--- config.mk ---
export PLATFORM = sky130hd
export DESIGN_NAME = mem_map_ctrl
export DESIGN_NICKNAME = d
export VERILOG_FILES = /design/src/rtl/mem_map_ctrl_pkg.sv /design/src/rtl/mem_map_ctrl_ws_timer.sv /design/src/rtl/mem_map_ctrl.sv
export SDC_FILE = /design/constraint.sdc
export NUM_CORES = 1
export LEC_CHECK = 0
export ABC_AREA = 0
export BUFFER_PORTS_ARGS = -buffer_cell sky130_fd_sc_hd__buf_2
export CAP_MARGIN = 20
export CORE_UTILIZATION = 56
export DETAILED_ROUTE_END_ITERATION = 7
export GPL_TIMING_DRIVEN = 0
export PLACE_DENSITY = 0.76
export REMOVE_ABC_BUFFERS = 1
export SLEW_MARGIN = 20
export SYNTH_ARGS = -nofsm -noshare
export SYNTH_HDL_FRONTEND = slang
export SYNTH_SLANG_ARGS = --single-unit
--- constraint.sdc ---
create_clock -name clk_i -period 2.95 [get_ports clk_i]
set_input_delay 0.295 -clock clk_i [delete_from_list [all_inputs] [get_ports clk_i]]
set_output_delay 0.295 -clock clk_i [all_outputs]
set_load 0.005 [all_outputs]
--- src/rtl/mem_map_ctrl_pkg.sv ---
// Shared constants for the nano6502 memory-map controller: zero-page register map,
// IO device indices and wait-state FSM encoding. ADDR_DEC_FAULT_EN adds the fault registers.
package mem_map_ctrl_pkg;

  localparam logic [15:0] ZP_IO_BANK_L = 16'h0000;
  localparam logic [15:0] ZP_IO_BANK_H = 16'h0001;
  localparam logic [15:0] ZP_ROM_SEL   = 16'h0002;
  localparam logic [15:0] ZP_WS_IDX    = 16'h0003;
  localparam logic [15:0] ZP_WS_VAL    = 16'h0004;
`ifdef ADDR_DEC_FAULT_EN
  localparam logic [15:0] ZP_FAULT_LO  = 16'h0005;
  localparam logic [15:0] ZP_FAULT_HI  = 16'h0006;
`endif

  // IO bank 0 is the boot ROM window rather than a dev_cs device
  localparam logic [7:0] DEV_BOOT_ROM = 8'd0;

  typedef enum logic {
    WS_IDLE = 1'b0,
    WS_WAIT = 1'b1
  } ws_state_e;

endpackage

--- src/rtl/mem_map_ctrl_ws_timer.sv ---
// Wait-state timer: stalls CPU RDY for load_i cycles when an access with a non-zero
// wait-state target starts.
//  state   | meaning
//  WS_IDLE | no stall pending; rdy follows load_i of the current access
//  WS_WAIT | counting down remaining stall cycles; rdy rises when cnt reaches 0
module mem_map_ctrl_ws_timer
  import mem_map_ctrl_pkg::*;
#(
  parameter int WS_W = 4
) (
  input  logic            clk_i,
  input  logic            rst_n_i,
  input  logic            start_i,
  input  logic [WS_W-1:0] load_i,
  output logic            rdy_o
);

  localparam logic [WS_W-1:0] ONE = 1;

  ws_state_e       state_q, state_d;
  logic [WS_W-1:0] cnt_q, cnt_d;

  always_comb begin
    state_d = state_q;
    cnt_d   = cnt_q;
    rdy_o   = 1'b1;
    case (state_q)
      WS_IDLE: begin
        if (start_i && (load_i != '0)) begin
          rdy_o   = 1'b0;
          cnt_d   = load_i - ONE;
          state_d = WS_WAIT;
        end
      end
      WS_WAIT: begin
        rdy_o = (cnt_q == '0);
        if (cnt_q != '0) begin
          cnt_d = cnt_q - ONE;
        end else begin
          state_d = WS_IDLE;
        end
      end
      default: begin
        state_d = WS_IDLE;
        cnt_d   = '0;
      end
    endcase
  end

  always_ff @(posedge clk_i or negedge rst_n_i) begin
    if (!rst_n_i) begin
      state_q <= WS_IDLE;
      cnt_q   <= '0;
    end else begin
      state_q <= state_d;
      cnt_q   <= cnt_d;
    end
  end

endmodule

--- src/rtl/mem_map_ctrl.sv ---
// nano6502 memory-map controller: ZP control regs, IO-page device decode, ROM overlay,
// RAM fallback and per-device wait states. ADDR_DEC_FAULT_EN enables unmapped-IO fault capture.
module mem_map_ctrl
  import mem_map_ctrl_pkg::*;
#(
  parameter int          N_DEV    = 8,
  parameter int          WS_W     = 4,
  parameter logic [7:0]  IO_PAGE  = 8'hFE,
  parameter logic [15:0] ROM_BASE = 16'hE000
) (
  input  logic             clk_i,
  input  logic             rst_n_i,
  input  logic             R_W_n,
  input  logic [15:0]      addr_i,
  input  logic [15:0]      addr_w_i,
  input  logic [7:0]       data_i,
  output logic [7:0]       data_o,
  output logic             regs_cs,
  output logic             ram_cs,
  output logic             ram_we,
  output logic             rom_cs,
  output logic [N_DEV-1:0] dev_cs,
  output logic [7:0]       bank_hi_o,
  output logic             rdy_o,
  output logic             fault_irq_o
);

  localparam int         DEV_IDX_W = $clog2(N_DEV);
  localparam logic [7:0] N_DEV_B   = 8'(N_DEV);
`ifdef ADDR_DEC_FAULT_EN
  localparam logic [15:0] ZP_TOP = ZP_FAULT_HI;
`else
  localparam logic [15:0] ZP_TOP = ZP_WS_VAL;
`endif

  logic [7:0]      io_bank_l_q, io_bank_l_d;
  logic [7:0]      io_bank_h_q, io_bank_h_d;
  logic [7:0]      rom_sel_q, rom_sel_d;
  logic [7:0]      ws_idx_q, ws_idx_d;
  logic [WS_W-1:0] ws_q [N_DEV];
  logic [WS_W-1:0] ws_d [N_DEV];

  logic                 wr_en;
  logic                 bank_ok, ws_idx_ok, fault_hit;
  logic [DEV_IDX_W-1:0] bank_idx, ws_sel;
  logic [WS_W-1:0]      ws_tgt;
  logic [7:0]           rd_data;

`ifdef ADDR_DEC_FAULT_EN
  logic        fault_irq_q, fault_irq_d;
  logic [15:0] fault_addr_q, fault_addr_d;
`endif

  assign wr_en     = ~R_W_n;
  assign bank_ok   = io_bank_l_q < N_DEV_B;
  assign bank_idx  = io_bank_l_q[DEV_IDX_W-1:0];
  assign ws_idx_ok = ws_idx_q < N_DEV_B;
  assign ws_sel    = ws_idx_q[DEV_IDX_W-1:0];
  assign bank_hi_o = io_bank_h_q;

  // Decode priority: ZP regs > IO page > ROM overlay > RAM
  always_comb begin
    regs_cs   = 1'b0;
    ram_cs    = 1'b0;
    rom_cs    = 1'b0;
    dev_cs    = '0;
    ws_tgt    = '0;
    fault_hit = 1'b0;
    if (addr_w_i <= ZP_TOP) begin
      regs_cs = 1'b1;
    end else if (addr_w_i[15:8] == IO_PAGE) begin
      if (io_bank_l_q == DEV_BOOT_ROM) begin
        rom_cs = 1'b1;
      end else if (bank_ok) begin
        dev_cs[bank_idx] = 1'b1;
        ws_tgt           = ws_q[bank_idx];
      end else begin
`ifdef ADDR_DEC_FAULT_EN
        fault_hit = 1'b1;
`else
        ram_cs    = 1'b1;
`endif
      end
    end else if ((addr_w_i >= ROM_BASE) && (rom_sel_q == 8'd0)) begin
      rom_cs = 1'b1;
    end else begin
      ram_cs = 1'b1;
    end
  end

  always_comb begin
    rd_data = '0;
    case (addr_w_i)
      ZP_IO_BANK_L: rd_data = io_bank_l_q;
      ZP_IO_BANK_H: rd_data = io_bank_h_q;
      ZP_ROM_SEL:   rd_data = rom_sel_q;
      ZP_WS_IDX:    rd_data = ws_idx_q;
      ZP_WS_VAL:    rd_data = ws_idx_ok ? 8'(ws_q[ws_sel]) : 8'd0;
`ifdef ADDR_DEC_FAULT_EN
      ZP_FAULT_LO:  rd_data = fault_addr_q[7:0];
      ZP_FAULT_HI:  rd_data = fault_addr_q[15:8];
`endif
      default:      rd_data = '0;
    endcase
    if (regs_cs) begin
      data_o = rd_data;
    end else if (fault_hit) begin
      data_o = 8'hFF;
    end else begin
      data_o = 8'h00;
    end
  end

  always_comb begin
    io_bank_l_d = io_bank_l_q;
    io_bank_h_d = io_bank_h_q;
    rom_sel_d   = rom_sel_q;
    ws_idx_d    = ws_idx_q;
    ws_d        = ws_q;
    if (wr_en) begin
      case (addr_i)
        ZP_IO_BANK_L: io_bank_l_d = data_i;
        ZP_IO_BANK_H: io_bank_h_d = data_i;
        ZP_ROM_SEL:   rom_sel_d   = data_i;
        ZP_WS_IDX:    ws_idx_d    = data_i;
        ZP_WS_VAL:    if (ws_idx_ok) ws_d[ws_sel] = data_i[WS_W-1:0];
        default:      ;
      endcase
    end
  end

`ifdef ADDR_DEC_FAULT_EN
  // Only the first unmapped address is kept until software clears it
  always_comb begin
    fault_irq_d  = fault_irq_q;
    fault_addr_d = fault_addr_q;
    if (wr_en && (addr_i == ZP_FAULT_LO)) begin
      fault_irq_d  = 1'b0;
      fault_addr_d = '0;
    end else if (fault_hit) begin
      fault_irq_d = 1'b1;
      if (!fault_irq_q) fault_addr_d = addr_w_i;
    end
  end

  always_ff @(posedge clk_i or negedge rst_n_i) begin
    if (!rst_n_i) begin
      fault_irq_q  <= 1'b0;
      fault_addr_q <= '0;
    end else begin
      fault_irq_q  <= fault_irq_d;
      fault_addr_q <= fault_addr_d;
    end
  end

  assign fault_irq_o = fault_irq_q;
`else
  assign fault_irq_o = 1'b0;
`endif

  always_ff @(posedge clk_i or negedge rst_n_i) begin
    if (!rst_n_i) begin
      io_bank_l_q <= '0;
      io_bank_h_q <= '0;
      rom_sel_q   <= '0;
      ws_idx_q    <= '0;
      for (int i = 0; i < N_DEV; i++) ws_q[i] <= '0;
    end else begin
      io_bank_l_q <= io_bank_l_d;
      io_bank_h_q <= io_bank_h_d;
      rom_sel_q   <= rom_sel_d;
      ws_idx_q    <= ws_idx_d;
      ws_q        <= ws_d;
    end
  end

  mem_map_ctrl_ws_timer #(
    .WS_W (WS_W)
  ) u_ws_timer (
    .clk_i   (clk_i),
    .rst_n_i (rst_n_i),
    .start_i (|dev_cs),
    .load_i  (ws_tgt),
    .rdy_o   (rdy_o)
  );

  assign ram_we = ram_cs & ~R_W_n & rdy_o;

endmodule
# Yosys cells after proc, flatten, opt, wreduce, memory -nomap -nowiden
# Index checks and enable logic that the tools add are counted.
[word_totals]
ff_bits = 69
input_bits = 43
out_inout_bits = 30
elab_cells = 100
[classes]
addsub = 2
n_lt_le_gt_ge = 9
eq_ne = 11
n_mux = 40
bitwise = 6
reduce_logical = 18
[ops]
columns = ["operator", "count"]
rows = [
  ["equality test 16 x 2 -> 1 bit (second input constant)", 4],
  ["two-way mux 4 bit", 12],
  ["two-way mux 8 bit", 5],
  ["one-hot mux 8 bit (5 select lines)", 1],
  ["bitwise mux 32 bit", 1],
  ["equality test 16 x 1 -> 1 bit (second input constant)", 2],
  ["equality test 16 x 3 -> 1 bit (second input constant)", 2],
  ["zero test 16 bit", 2],
  ["binary-select mux 4 bit (select 3 bit)", 2],
  [">= comparator 16 bit (second input constant)", 1],
  ["<= comparator 16 x 3 -> 1 bit (second input constant)", 1],
  ["zero test 8 bit", 2],
  ["less-than comparator 8 x 4 -> 1 bit (second input constant)", 2],
  ["two-way mux 1 bit", 14],
  ["demux 4 bit (select 3 bit)", 1],
  ["AND reduction 2 bit", 5],
  ["equality test 8 bit (second input constant)", 1],
  [">= comparator 4 bit (second input constant)", 2],
  ["inverter 3 -> 4 bit", 2],
  ["one-hot mux 4 bit (2 select lines)", 1],
  ["nonzero test 4 bit", 2],
  ["OR reduction 8 bit", 1],
  ["subtractor 4 x 1 -> 4 bit (second input constant)", 2],
  ["logical AND 1 bit", 4],
  ["11 further kinds", 14],
]

# Longest topological paths before layout
# Gate-level depths: netlist of run 1.
[logic_depth]
word_depth = 13
ltp_mapped = 10
mapped_depth_nobuf = 9

# Modules after synthesis
# From an unflattened synthesis of run 1, not the netlist that was laid out.
[unflattened]
hier_cells = 327
area_unflattened_um2 = 4115.2
[by_module_without_submodules]
columns = ["module", "n_inst", "cells_each", "area_each_um2", "seq_area_each_um2"]
rows = [
  ["mem_map_ctrl", 1, 293, 3788.6, 1601.5],
  ["mem_map_ctrl_ws_timer", 1, 34, 326.6, 125.1],
]

# Least setup slack after synthesis of run 1
# Ideal clock, no wire load.
[synth_path]
path_kind = "reg-to-output"
start = "reg io_bank_l_q[1]"
end = "out ram_we"
t_arrival_ns = 1.950
required_time_ns = 2.655
slack_ns = 0.705
path_stages_with_launch = 8
path_buffers = 1
path_cell_list = "dfrtp_1 > buf_6 > mux4_2 > mux2_4 > nor2_4 > o32ai_2 > nor3b_4 > and3b_1"
[synth_between]
elab_chain_cells = 13
word_cells_on_any_way = 30
cone_classes = "order compare: 3; mux: 19; bitwise: 3; reduce/logical: 5"
[synth_lines]
columns = ["element", "line_no", "source"]
rows = [
  ["from (decl)", "mem_map_ctrl.sv:36", "logic [7:0] io_bank_l_q, io_bank_l_d;"],
  ["from (signal assigned)", "mem_map_ctrl.sv:169", "io_bank_l_q <= io_bank_l_d;"],
  ["less-than comparator 3 x 4 -> 1 bit (implied by the code), or another cell as far along", "mem_map_ctrl.sv:75", "dev_cs[bank_idx] = 1'b1;"],
  ["logical AND 1 bit (implied by the code) / binary-select mux 4 bit (select 3 bit) (equally long branches)", "mem_map_ctrl.sv:75, mem_map_ctrl.sv:76", ""],
  ["two-way mux 1 bit (implied by the code) / two-way mux 4 bit (equally long branches)", "mem_map_ctrl.sv:75, mem_map_ctrl.sv:76", ""],
  ["demux 1 bit (select 3 bit) / two-way mux 4 bit (equally long branches)", "mem_map_ctrl.sv:75, mem_map_ctrl.sv:76", ""],
  ["two-way mux 8 bit / two-way mux 4 bit (equally long branches)", "mem_map_ctrl.sv:74", "end else if (bank_ok) begin"],
  ["two-way mux 8 bit / two-way mux 4 bit (equally long branches)", "mem_map_ctrl.sv:72", "if (io_bank_l_q == DEV_BOOT_ROM) begin"],
  ["two-way mux 8 bit / two-way mux 4 bit (equally long branches)", "mem_map_ctrl.sv:71", "end else if (addr_w_i[15:8] == IO_PAGE) begin"],
  ["two-way mux 8 bit / two-way mux 4 bit (equally long branches)", "mem_map_ctrl.sv:69", "if (addr_w_i <= ZP_TOP) begin"],
  ["OR reduction 8 bit / nonzero test 4 bit (equally long branches)", "mem_map_ctrl.sv:182, mem_map_ctrl_ws_timer.sv:29", ""],
  ["logical AND 1 bit *", "mem_map_ctrl_ws_timer.sv:29", "if (start_i && (load_i != '0)) begin"],
  ["two-way mux 1 bit *", "mem_map_ctrl_ws_timer.sv:29", ""],
  ["one-hot mux 1 bit (2 select lines) *", "mem_map_ctrl_ws_timer.sv:27", "case (state_q)"],
  ["named net rdy_o", "mem_map_ctrl.sv:24", "output logic rdy_o,"],
  ["bitwise AND 1 bit *", "mem_map_ctrl.sv:187", "assign ram_we = ram_cs & ~R_W_n & rdy_o;"],
  ["to (decl)", "mem_map_ctrl.sv:20", "output logic ram_we,"],
]
# Mark *: on every way through the listed nets, which the timed path passes. The rest lies on a longest branch. The select of a mux whose other input is x is not followed.

# Final worst setup path of run 1
[layout_path]
start = "reg io_bank_l_q[1]"
end = "out ram_we"
[layout_between]
elab_chain_cells = 13
word_cells_on_any_way = 30
cone_classes = "order compare: 3; mux: 19; bitwise: 3; reduce/logical: 5"
[layout_lines]
columns = ["element", "line_no"]
rows = [
  ["less-than comparator 3 x 4 -> 1 bit (implied by the code), or another cell as far along", "mem_map_ctrl.sv:75"],
  ["logical AND 1 bit (implied by the code) / binary-select mux 4 bit (select 3 bit) (equally long branches)", "mem_map_ctrl.sv:75, mem_map_ctrl.sv:76"],
  ["two-way mux 1 bit (implied by the code) / two-way mux 4 bit (equally long branches)", "mem_map_ctrl.sv:75, mem_map_ctrl.sv:76"],
  ["demux 1 bit (select 3 bit) / two-way mux 4 bit (equally long branches)", "mem_map_ctrl.sv:75, mem_map_ctrl.sv:76"],
  ["two-way mux 8 bit / two-way mux 4 bit (equally long branches)", "mem_map_ctrl.sv:74"],
  ["two-way mux 8 bit / two-way mux 4 bit (equally long branches)", "mem_map_ctrl.sv:72"],
  ["two-way mux 8 bit / two-way mux 4 bit (equally long branches)", "mem_map_ctrl.sv:71"],
  ["two-way mux 8 bit / two-way mux 4 bit (equally long branches)", "mem_map_ctrl.sv:69"],
  ["OR reduction 8 bit / nonzero test 4 bit (equally long branches)", "mem_map_ctrl.sv:182, mem_map_ctrl_ws_timer.sv:29"],
  ["logical AND 1 bit", "mem_map_ctrl_ws_timer.sv:29"],
  ["two-way mux 1 bit", "mem_map_ctrl_ws_timer.sv:29"],
  ["one-hot mux 1 bit (2 select lines)", "mem_map_ctrl_ws_timer.sv:27"],
  ["bitwise AND 1 bit *", "mem_map_ctrl.sv:187"],
]
# Every way passes the cells marked *; elsewhere a longest branch is shown, timed or not. The select of a mux whose other input is x is not followed.

==> results of run 1 <==
## worst max-delay path: cells and delay by family, from the launching register on
| family | cells | cell delay [ns] |
|---|---|---|
| flops | 1 | 0.54 |
| compound gates | 1 | 0.11 |
| buf+inv | 1 | 0.11 |
| simple gates | 3 | 0.60 |
| mux | 2 | 0.85 |
## flip-flops by register name (all words and copies together), names as in the netlist
| register | count |
|---|---|
| ws_idx_q | 8 |
| rom_sel_q | 8 |
| u_ws_timer.state_q | 1 |
| ws_q | 32 |
| bank_hi_o | 8 |
| io_bank_l_q | 8 |
| u_ws_timer.cnt_q | 4 |
## logic make-up (layout without fill, tap and decap cells)
kind of cell | count (synthesis) | count (layout)
compound gates | 33 | 33
mux | 92 | 92
fa+ha+maj | 1 | 1
flops | 69 | 69
buf+inv | 30 | 99
other cells | 1 | 2
simple gates | 92 | 92
## final timing paths
check	depth (start not counted)	startpoint	slack [ns]	end
setup / recovery	7	io_bank_l_q[1]$_DFFE_PN0P_	0.09	ram_we
hold / removal	2	data_i[5]	0.23	bank_hi_o[5]$_DFFE_PN0P_
setup reg to reg	5	ws_idx_q[4]$_DFFE_PN0P_	0.31	ws_q[26]$_DFFE_PN0P_
hold reg to reg	1	ws_q[31]$_DFFE_PN0P_	0.52	ws_q[31]$_DFFE_PN0P_
max in group asynchronous	3	rst_n_i	1.97	io_bank_l_q[0]$_DFFE_PN0P_
min in group asynchronous	2	rst_n_i	0.42	u_ws_timer.state_q$_DFF_PN0_
## layout make-up
class                      instances  area, um2
multi-input combinational        220       2030
tap                               77       96.3
fill                             503       2020
clock buffer                       9        124
inverter                           9       33.8
timing repair buffer              74        398
clock inverter                     7       66.3
sequential                        69       1730
## per-stage QoR
stage | hold WS (ns) | instance area (um2) | power, mW | utilization (%) | setup WS [ns]
floorplan | -0.000591 | 3780 | 0.979 | - | 0.433
CTS | 0.220 | 4470 | 1.80 | 68.8 | 0.0287
global route | 0.225 | 4480 | 1.84 | 68.9 | 0.00812
finish | 0.230 | 4480 | 1.78 | 68.9 | 0.0940
detailed placement | 0.249 | 4250 | 1.05 | 65.4 | 0.0747
global placement | 0.481 | 4220 | 1.05 | 65.0 | 0.107
## power groups by stage
stage | clock (mW) | sequential (mW) | combinational, mW
after global placement | 0 | 0.964 | 0.0812
after global routing | 0.793 | 0.945 | 0.0986
after CTS | 0.764 | 0.946 | 0.0889
after detailed placement | 0 | 0.964 | 0.0873
final | 0.750 | 0.946 | 0.0880
after floorplan | 0 | 0.964 | 0.0143
## repair_timing
item | in CTS | in global routing
pin swaps | 0 | 1
hold buffers | 1 | 0
setup endpoints to repair | 2 | 2
resized for setup | 3 | 3
hold endpoints to repair | 29 | 0
buffers inserted | 2 | 0
## Yosys cell counts (all sizes together), types with 4 or more instances
library cell / n / area, um2
mux2: 69 / 785
mux2i: 5 / 50.1
mux4: 18 / 409
dfrtp: 69 / 1730
nand2b: 10 / 62.6
o22ai: 5 / 31.3
nor2: 23 / 93.8
buf: 8 / 47.5
inv: 9 / 33.8
nor2b: 5 / 31.3
a21oi: 7 / 35.0
o21ai: 4 / 20.0
nor3: 8 / 45.0
clkbuf: 13 / 48.8
nor4: 8 / 50.1
nand3: 6 / 30.0
nand2: 12 / 45.0
## layer usage
layer | wire (um) | vias up | global-route usage (%)
li1 | - | 1316 | -
met1 | 3940 | 1437 | 36.4
met2 | 4450 | 90 | 42.9
met3 | 383 | 9 | 4.38
met4 | 97 | 0 | 9.24
met5 | 0 | - | 0
==> flow_summary_export.csv, run 1 <==
group,metric,value,unit
logic_synthesis,synth.avg_cell_area,12.2,um2
pwr,power.switching,0.418,mW
logic_synthesis,async_flop_share,100,%
clock_network,insertion_delay,0.35,ns
floorplan,design.core.area,6490,um2
critical_path,setup.worst_path.end_class,"output port",
pwr,power.combinational.fraction,4.9,%
timing,layout_worst_path_cycle_share,96.8,%
cells_and_area,num-nets-final,427,
critical_path,critical_path_arrival,2.56,ns
route,via_count,2852,
run,max-cap-violations,0,
floorplan,ios,73,
cells_and_area,most-common-layout-cells,"buf_2 (69), mux2_2 (67), dfrtp_1 (66)",
route,drt_wl_total,8.88,mm
timing,max_freq,0.350,GHz
timing,finalSetupTns,0,ns
timing,final.setup_skew,0.00838,ns
pwr,clkPwrFrac,42.0,%
floorplan,placement_rows,29,
logic_synthesis,adder_cell_share_of_the_synthesized_area,0.323,%
critical_path,critical_path_cell_list,"mux4_2, mux2_4, nor2_4, o32ai_2, nor3b_4, and3b_1, buf_2",
grt,grt_pass1_vias,2824,
critical_path,setup.worst_path.start_class,"flip-flop",
timing,tightestPinTransition,0.668,ns
clock_network,cts_tree,"done",
critical_path,critical_path.max_stage_delay,0.54,ns
timing,finalMaxSlewViolations,0,
route,drt_iter0_drc,128,
clock_network,cts_buffer_depth,2,
cells_and_area,num_antenna_cells,0,
clock_network,cts_root_buffer_type,"clkbuf_8",
floorplan,dieHeight,85.1,um
clock_network,tritoncts.num_buffers,9,
timing,relSlewSlack,55.4,%
pwr,p_seq_share,53.0,%
timing,finalWorstPathRequiredPeriod,2.86,ns
pwr,leakage_power,2.15,nW
place,place_hpwl,6.42,mm
logic_synthesis,yosys_register_bits,69,
logic_synthesis,netlist_area_before_placement,3870,um2
place,gp_routability_congestion,0.826,
logic_synthesis,synth_xor_xnor_area_share,0,%
floorplan,initial_cell_density_of_the_core,59.6,%
critical_path,critPathKind,"flip-flop to output port",
cells_and_area,layout.cells.most_common,"buf_2",
pwr,intPower,1.37,mW
cells_and_area,final_layout_size_suffix_gt1_share,47.9,%
logic_synthesis,synth_compound_area_share,6.14,%
grt,grt_usage,26.4,%
logic_synthesis,synth_flop_cell,"dfrtp_1",
place,numPlacedInstances,446,
grt,overflow_left_after_global_routing,0,
pwr,worst_ir_drop_vdd,0.363,mV
timing,finalSetupViolations,0,
grt,maximum_number_of_pins_on_one_net_before_global_route_repair,41,
route,avgRoutedWirePerCell,19.1,um
min_path,hold_path_class,"input pin to flip-flop",
clock_network,cts.sinks,69,
pwr,power-per-cell-area,398,nW/um2
critical_path,timing.critical_path.required,2.65,ns
grt,grt_pass1_wl,14.5,mm
critical_path,critical_path_peak_fanout,11,
route,remaining_drc_errors,0,
clock_network,clock_tree.htree_level_count,3,
logic_synthesis,yosys_warnings,0,
logic_synthesis,synth_top_family_by_area,"multiplexers",
logic_synthesis,share_of_cell_area_taken_by_muxes_after_synthesis,32.1,%
logic_synthesis,synth-edff-count,0,
timing,final-hold-violation-count,0,
pwr,switching_share,23.4,%
route,router_iterations_before_antenna_repair,4,
clock_network,worst_setup_hold_path_clk_slew,0.08,ns
timing,grt_setup_unrepaired,"false",
route,post_route_antenna_net_violation_count,0,
cells_and_area,layoutNonFillerInstCount,465,
critical_path,critPathSlowestCell,"dfrtp_4",
logic_synthesis,synth_cell_type_count,52,
route,detail_route.vias_per_cell,6.13,
outcome,status,"completed",
logic_synthesis,netlist_instances,318,
cells_and_area,synthToLayoutAreaGrowth,15.8,%
logic_synthesis,synth_sequential_area_ratio,44.6,%
grt,antenna_found_initial,0,
logic_synthesis,post_synth_and_or_nand_nor_area_fraction,13.3,%
floorplan,dieArea,7240,um2
floorplan,die_width,85.1,um
place,port_buffers,70,
No activity file was read; power rests on OpenSTA's default activity.
==> run 2, diff against run 1 <==
Settings changed: BUFFER_PORTS_ARGS -buffer_cell sky130_fd_sc_hd__buf_2 to -buffer_cell sky130_fd_sc_hd__buf_4, CTS_CLUSTER_SIZE from default to 30, REMOVE_ABC_BUFFERS 1 to default.
==> run 2 against run 1 <==
  * Via count grew 2.2%
  * Clock power shrank 8.5%
  * Clock skew grew 0.0053 ns
  * Die area is the same
  * Largest cell class unchanged
  * Critical endpoint unchanged
  * Fmax shrank 0.53%
  * Largest power group unchanged
  * Critical path type unchanged
  * Sequential power is essentially flat
==> flow_summary_export.csv, run 2 (synthesized netlist as in run 1, its figures left out) <==
group,metric,value,unit
route,drt_wl_total,8.98,mm
cells_and_area,layout.cells.most_common,"buf_4",
clock_network,tritoncts.num_buffers,9,
outcome,status,"completed",
floorplan,ios,73,
cells_and_area,final.fill_count,466,
pwr,power-per-cell-area,371,nW/um2
floorplan,dieArea,7240,um2
timing,max_freq,0.348,GHz
pwr,leakage_power,2.19,nW
critical_path,ff2ff_setup_slack,0.34,ns
timing,grt_setup_unrepaired,"false",
timing,finalSetupViolations,0,
route,router_iterations_before_antenna_repair,4,
timing,final-hold-violation-count,0,
critical_path,launching_instance_or_port_of_the_critical_path,"io_bank_l_q[2]$_DFFE_PN0P_",
min_path,hold_path_class,"input pin to asynchronous set/reset pin",
route,via_count,2916,
run,max-cap-violations,0,
grt,grt_pass1_wl,14.6,mm
critical_path,timing.critical_path.to,"ram_we",
critical_path,timing.critical_path.required,2.65,ns
place,gp_routability_congestion,0.886,
place,port_buffers,68,
route,detail_route.vias_per_cell,6.11,
grt,overflow_left_after_global_routing,0,
floorplan,dieHeight,85.1,um
critical_path,critical_path_arrival,2.58,ns
floorplan,initial_cell_density_of_the_core,59.6,%
critical_path,setup.worst_path.start_class,"flip-flop",
grt,antenna_found_initial,0,
grt,grt_pass1_vias,2825,
grt,maximum_number_of_pins_on_one_net_before_global_route_repair,70,
floorplan,die_width,85.1,um
cells_and_area,num-nets-final,441,
timing,finalMaxSlewViolations,0,
floorplan,placement_rows,29,
clock_network,worst_setup_hold_path_clk_slew,0.08,ns
clock_network,cts.sinks,69,
route,avgRoutedWirePerCell,18.8,um
timing,layout_worst_path_cycle_share,97.3,%
cells_and_area,largest_register_ffs,32,
route,remaining_drc_errors,0,
clock_network,cts_root_buffer_type,"clkbuf_8",
critical_path,ff2ff_path_depth,5,
route,post_route_antenna_net_violation_count,0,
cells_and_area,synthToLayoutAreaGrowth,20.7,%
critical_path,regToRegEndpoint,"ws_q[24]$_DFFE_PN0P_",
clock_network,cts.hold.buffers_added,0,
cells_and_area,final_layout_size_suffix_gt1_share,45.3,%
clock_network,cts_tree,"done",
critical_path,startpoint_of_the_worst_register_to_register_path,"ws_idx_q[4]$_DFFE_PN0P_",
clock_network,cts_resized,2,
critical_path,critPathKind,"flip-flop to output port",
cells_and_area,top_register,"ws_q",
timing,final.setup_skew,0.0136,ns
timing,finalSetupTns,0,ns
place,place_hpwl,6.64,mm
route,drt_iter0_drc,194,
cells_and_area,most-common-layout-cells,"buf_4 (70), dfrtp_1 (69), mux2_2 (67)",
floorplan,design.core.area,6490,um2
clock_network,post-cts-setup-buffer-count,0,
pwr,worst_ir_drop_vdd,0.365,mV
critical_path,setup.worst_path.end_class,"output port",
timing,finalWorstPathRequiredPeriod,2.87,ns
pwr,fin_total_pwr,1.73,mW
grt,grt_usage,26.6,%
cells_and_area,num_antenna_cells,0,
clock_network,insertion_delay,0.35,ns
clock_network,clock_tree.htree_level_count,3,
timing,tightestPinTransition,0.880,ns
critical_path,critical_path_peak_fanout,10,
clock_network,cts_buffer_depth,2,
timing,relSlewSlack,41.3,%
## run 2: cell count changes in the layout (fill, tap and decap cells not counted), sizes merged
cell,delta
bufinv,-1
clkinv,-5
buf,+3
dlygate4sd3,-1
clkbuf,+16
## run 2: worst min path at each step
stage	slack [ns]	end	cells after the start	startpoint
2_1_floorplan	-0.0006	bank_hi_o[0]$_DFFE_PN0P_	0	rst_n_i
3_3_place_gp	0.45	u_ws_timer.cnt_q[1]$_DFFE_PN0P_	1	rst_n_i
3_5_place_dp	0.47	u_ws_timer.cnt_q[1]$_DFFE_PN0P_	1	rst_n_i
4_1_cts	0.09	u_ws_timer.cnt_q[1]$_DFFE_PN0P_	1	rst_n_i
5_1_grt	0.11	u_ws_timer.cnt_q[1]$_DFFE_PN0P_	1	rst_n_i
6_report	0.04	u_ws_timer.cnt_q[1]$_DFFE_PN0P_	1	rst_n_i
## run 2: power breakdown
group | internal, mW | switching [mW]
registers | 0.946 | 0.000143
clock network | 0.343 | 0.343
logic | 0.0491 | 0.0531
## run 2: worst max-delay path, stage by stage (launching register included)
cell     delay [ns]
dfrtp_1        0.59
buf_2          0.31
mux4_1         0.33
a21oi_1        0.24
nor2_1         0.14
nor3b_4        0.31
and3b_1        0.20
buf_4          0.10
## run 2: final cells by class
| type | instances | area, um2 | area share [%] |
|---|---|---|---|
| buffer | 20 | 93.8 | 2.01 |
| clock buffer | 13 | 159 | 3.40 |
| clock inverter | 1 | 7.51 | 0.161 |
| inverter | 9 | 33.8 | 0.723 |
| multi-input combinational | 220 | 2040 | 43.7 |
| sequential | 69 | 1730 | 37.0 |
| tap | 77 | 96.3 | 2.06 |
| timing repair buffer | 68 | 510 | 10.9 |
## run 2: layer usage
layer	track usage, %	routed length (um)	up-vias	share of wire [%]
li1	-	-	1358	-
met1	37.8	4050	1468	45
met2	41.6	4340	80	48
met3	4.57	471	10	5.2
met4	9.71	120	0	1.3
met5	0	0	-	0
## run 2: through the flow
| step | hold WS, ns | setup WS (ns) | util (%) | cells | instance area (um2) |
|---|---|---|---|---|---|
| after global placement | 0.453 | 0.325 | 69.0 | 464 | 4480 |
| after global routing | 0.113 | 0.00361 | 71.9 | 477 | 4670 |
| after CTS | 0.0856 | 0.0167 | 71.6 | 477 | 4650 |
| after detailed placement | 0.466 | 0.283 | 69.0 | 464 | 4480 |
| final | 0.0358 | 0.0787 | 71.9 | 477 | 4670 |
| after floorplan | -0.000591 | 0.705 | - | 319 | 3870 |
